**src/rtl/imem_loader.sv**
```systemverilog
// Byte-stream loader for the 64 x 32-bit instruction memory: assembles little-endian
// words, writes them one per WRITE cycle, verifies an XOR checksum and gates cpu_hold.
module imem_loader #(
  parameter int DEPTH = 64,
  parameter int AW    = 6
) (
  input  logic          clk,
  input  logic          rst,
  input  logic          start,
  input  logic          rx_valid,
  input  logic [7:0]    rx_data,
  output logic          rx_ready,
  output logic          wr_en,
  output logic [AW-1:0] wr_addr,
  output logic [31:0]   wr_data,
  output logic          busy,
  output logic          done,
  output logic          err,
  output logic          cpu_hold,
  output logic [2:0]    dbg_state_o
);

  localparam int CW = AW + 1;

  typedef enum logic [2:0] {
    S_IDLE, S_LEN, S_DATA, S_WRITE, S_CSUM, S_DONE
  } state_e;

  // Handshake: a byte transfers on a rising edge where rx_valid && rx_ready;
  // rx_ready depends only on the state register, never on rx_valid.
  state_e         state_q, state_d;
  logic [CW-1:0]  len_q, len_d;
  logic [CW-1:0]  count_q, count_d;
  logic [1:0]     idx_q, idx_d;
  logic [31:0]    word_q, word_d;
  logic [7:0]     xor_q, xor_d;
  logic           done_q, done_d;
  logic           err_q, err_d;
  logic           hold_q, hold_d;
  logic           wr_en_q, wr_en_d;
  logic           csum_bad;

  assign csum_bad = (rx_data != xor_q);

  always_comb begin
    state_d  = state_q;
    len_d    = len_q;
    count_d  = count_q;
    idx_d    = idx_q;
    word_d   = word_q;
    xor_d    = xor_q;
    done_d   = done_q;
    err_d    = err_q;
    hold_d   = hold_q;
    wr_en_d  = 1'b0;
    rx_ready = 1'b0;
    case (state_q)
      S_IDLE, S_DONE: begin
        if (start) begin
          state_d = S_LEN;
          done_d  = 1'b0;
          err_d   = 1'b0;
          hold_d  = 1'b1;
          count_d = '0;
          idx_d   = '0;
          xor_d   = '0;
        end
      end
      S_LEN: begin
        rx_ready = 1'b1;
        if (rx_valid) begin
          len_d = CW'(rx_data);
          if (rx_data == 8'd0 || rx_data > 8'(DEPTH)) begin
            err_d   = 1'b1;
            done_d  = 1'b1;
            hold_d  = 1'b1;
            state_d = S_DONE;
          end else begin
            state_d = S_DATA;
          end
        end
      end
      S_DATA: begin
        rx_ready = 1'b1;
        if (rx_valid) begin
          case (idx_q)
            2'd0:    word_d[7:0]   = rx_data;
            2'd1:    word_d[15:8]  = rx_data;
            2'd2:    word_d[23:16] = rx_data;
            default: word_d[31:24] = rx_data;
          endcase
          xor_d = xor_q ^ rx_data;
          if (idx_q == 2'd3) begin
            idx_d   = '0;
            wr_en_d = 1'b1;
            state_d = S_WRITE;
          end else begin
            idx_d = idx_q + 2'd1;
          end
        end
      end
      S_WRITE: begin
        count_d = count_q + CW'(1);
        state_d = (count_q + CW'(1) == len_q) ? S_CSUM : S_DATA;
      end
      S_CSUM: begin
        rx_ready = 1'b1;
        if (rx_valid) begin
          err_d   = csum_bad;
          hold_d  = csum_bad;
          done_d  = 1'b1;
          state_d = S_DONE;
        end
      end
      default: state_d = S_IDLE;
    endcase
  end

  always_ff @(posedge clk or posedge rst) begin
    if (rst) begin
      state_q <= S_IDLE;
      len_q   <= '0;
      count_q <= '0;
      idx_q   <= '0;
      word_q  <= '0;
      xor_q   <= '0;
      done_q  <= 1'b0;
      err_q   <= 1'b0;
      hold_q  <= 1'b1;
      wr_en_q <= 1'b0;
    end else begin
      state_q <= state_d;
      len_q   <= len_d;
      count_q <= count_d;
      idx_q   <= idx_d;
      word_q  <= word_d;
      xor_q   <= xor_d;
      done_q  <= done_d;
      err_q   <= err_d;
      hold_q  <= hold_d;
      wr_en_q <= wr_en_d;
    end
  end

  // wr_en comes straight from a flop so the memory strobe cannot glitch.
  assign wr_en       = wr_en_q;
  assign wr_addr     = count_q[AW-1:0];
  assign wr_data     = word_q;
  assign busy        = (state_q != S_IDLE) && (state_q != S_DONE);
  assign done        = done_q;
  assign err         = err_q;
  assign cpu_hold    = hold_q;
  assign dbg_state_o = state_q;

endmodule

```
**config.mk**
```make
export PLATFORM = sky130hd
export DESIGN_NAME = imem_loader
export DESIGN_NICKNAME = d
export VERILOG_FILES = /design/src/rtl/imem_loader.sv
export SDC_FILE = /design/constraint.sdc
export NUM_CORES = 1
export LEC_CHECK = 0
export ABC_AREA = 1
export BUFFER_PORTS_ARGS = -buffer_cell sky130_fd_sc_hd__buf_4
export CORE_AREA = 5 5 84 86
export CTS_CLUSTER_SIZE = 16
export DETAILED_ROUTE_END_ITERATION = 10
export DIE_AREA = 0 0 89 91
export GPL_TIMING_DRIVEN = 0
export PLACE_DENSITY = 0.72
export SLEW_MARGIN = 10
export SYNTH_ARGS = -nofsm -noshare
export SYNTH_HDL_FRONTEND = slang
export SYNTH_SLANG_ARGS = --single-unit
```
**constraint.sdc**
```tcl
create_clock -name clk -period 2.1 [get_ports clk]
set_input_delay 0.21 -clock clk [delete_from_list [all_inputs] [get_ports clk]]
set_output_delay 0.21 -clock clk [all_outputs]
set_load 0.02 [all_outputs]
```
==> impl_metrics.yaml <==
outcome:
  status: "completed"
synth:
  synthesis.instances: 344
  syn-cell-area_um2: 2999
  ys_seq_area_share_pct: 52.61
  synth-main-ff-cell: "dfrtp_1"
  yosysTopAreaCellShare_pct: 51.73
  ys_warn_count: 0
  postSynthAreaPerCell_um2: 8.718
  synth_edf_count: 0
  yosysUniqueCellTypes: 29
  ys_ff_latch: 63
  synth_fp_nets: 362
  postSynth.asyncResetShare_pct: 100.0
  synth_area_leader_cell: "dfrtp_1"
  synth_area_leaders: "dfrtp_1 52%, nand2_1 13%, o21ai_0 8.2%"
flow_run:
  maxCapViolCount: 0
clock_network:
  cts_num_sinks: 63
  clk_path_buf_depth: 2
  clkSlewWorstSetupHoldPaths_ns: 0.07
  insertion_delay_ns: 0.34
  cts_tree: "yes"
  cts_hold_buf: 0
  numCtsBuffers: 9
  cts_root_buffer: "clkbuf_8"
  cts_max_level: 3
  cts_resized: 0
  post-cts-setup-buffers: 0
detailed_routing:
  vias: 2490
  drt_pass1_iterations: 4
  drt_iter0_markers: 126
  viasPerCell: 5.030
  finalWirelength_um: 6928
  wire_per_inst_um: 14.00
  wl_met1_um: 3103
  wl_met3_um: 283
  drc: 0
  top_layer_used: "met4"
  route.met2.wl_um: 3427
  ant_nets: 0
cells_and_area:
  mostFrequentLayoutCells: "100 x nand2_1, 65 x buf_4, 62 x dfrtp_1"
  stdcell_count: 495
  n_antenna_cell: 0
  n_fill_cell: 559
  seqCellArea_um2: 1578
  multiInputGateArea_um2: 1195
  nNetsFinal: 431
  mostFrequentLayoutCell: "nand2_1"
  area_delta_synth_final_pct: 25.49
  final_area_um2: 3764
  drive_above_1_share_pct: 25.12
power:
  peakVddDrop_mv: 0.6115
  leakage_nw: 1.940
  power.density_nw_per_um2: 1286
setup_path:
  cp_max_fo: 10
  worst_ep_arrival_time_ns: 1.68
  endpoint: "rx_ready"
  reg2regPathDepth: 8
  worst-r2r-setup-slack_ns: 0.28
  setup.worst_path.start_class: "flop"
  required_ns: 1.89
  end_kind: "output port"
  rr_startpoint: "dbg_state_o[1]"
  crit_start: "dbg_state_o[1]"
  r2r_end: "xor_q[0]"
  critPathKind: "reg -> out"
global_route:
  grt_pass1_wl_um: 11610
  grt-ovfl-total: 0
  grt_max_degree: 64
  track_usage_pct: 18.59
  antenna_found_initial: 0
  grt_pass1_vias: 2406
timing:
  setup_violations: 0
  hold_violations: 0
  grt_setup_unrepaired: "false"
  fin_crit_sh_pct: 89.83
  clock.fmax_mhz: 530.1
  whs_ns: 0.01851
  finalMaxSlewViolations: 0
  worstMarginPinSlew_ns: 0.7512
  final.setup_skew_ns: 0.008129
  maxSlewHeadroom_pct: 49.92
  post-route-min-period_ns: 1.886
worst_hold_path:
  hp-class: "in -> async"
placement:
  place_area_um2: 3533
  placement.io_buffers: 58
  dpl.cell_count: 479
  dp_hpwl_um: 4941
  gp_congestion: 0.8653
floorplanning:
  start_util_pct: 48.34
  io_pins: 59
  die_area_um2: 8099
  fp-row-count: 29
  die_w_um: 89
  core_area_um2: 6205
  die_y_um: 91
sequential cells by signal, summed over array words and instances, names as in the netlist:
register,count
xor_q,8
idx_q,2
dbg_state_o,3
len_q,7
wr_data,32
count_q,7
wr_en,1
done,1
err,1
cpu_hold,1
per-stage QoR:
stage,setup slack (ns),total power [mW],TNS [ns],utilization [%]
global route,0.1249,5.164,0,60.66
global placement,-0.4363,3.612,-26.90,56.91
floorplan,0.3219,2.999,0,-
CTS,0.2065,4.874,0,60.66
detailed placement,0.2728,3.662,0,56.95
finish,0.2135,4.840,0,60.66
kinds of logic after synthesis:
group	share of synthesized area, %
compound gates	9.846
xor+xnor	2.628
fa+ha+maj	2.503
buf+inv	7.551
flops	52.61
mux	3.755
simple gates	21.11
routing by layer:
layer	up-vias	GRT usage (%)
li1	1232	-
met1	1196	26.02
met2	51	28.47
met3	11	3.348
met4	0	7.568
met5	-	0
cell type report:
type	count	share of cell area [%]
Clock buffer	10	3.657
Sequential cell	63	41.92
Clock inverter	6	2.460
Buffer	13	2.327
Timing Repair Buffer	58	11.57
Multi-Input combinational cell	231	31.75
Tap cell	77	2.560
Inverter	37	3.757
cell usage after synthesis, drive strengths merged, types with 3 or more instances:
cell and number:
inv 37, mux2 8, nand2 101, nand4 4, nand3 16, o22ai 3, dfrtp 62, o21ai 51
xnor2 9, buf 12, ha 6, nor2 25, nor3 3
report_power, final:
group / total [mW] / switching, mW / internal (mW)
Combinational: 1.83 / 1.08 / 0.751
Sequential: 1.80 / 0.262 / 1.54
Clock: 1.20 / 0.495 / 0.706
worst max-delay path, cell delays in order (launching register included):
cell and delay (ns):
dfrtp_1 0.45, inv_2 0.10, nor3_4 0.22, inv_2 0.10, buf_4 0.18, nand2_1 0.12
buf_4 0.16
worst min-delay path by stage:
stage	from	end	slack, ns	cells past startpoint
final	rst	wr_data[0]	0.02	2
after global routing	rst	wr_data[29]	0.08	2
after CTS	rst	wr_data[5]	0.04	2
after detailed placement	rst	wr_data[0]	0.41	2
after global placement	done	done	0.47	2
after floorplan	rx_data[2]	wr_data[10]	0.41	2
No activity file was read; power rests on OpenSTA's default activity.
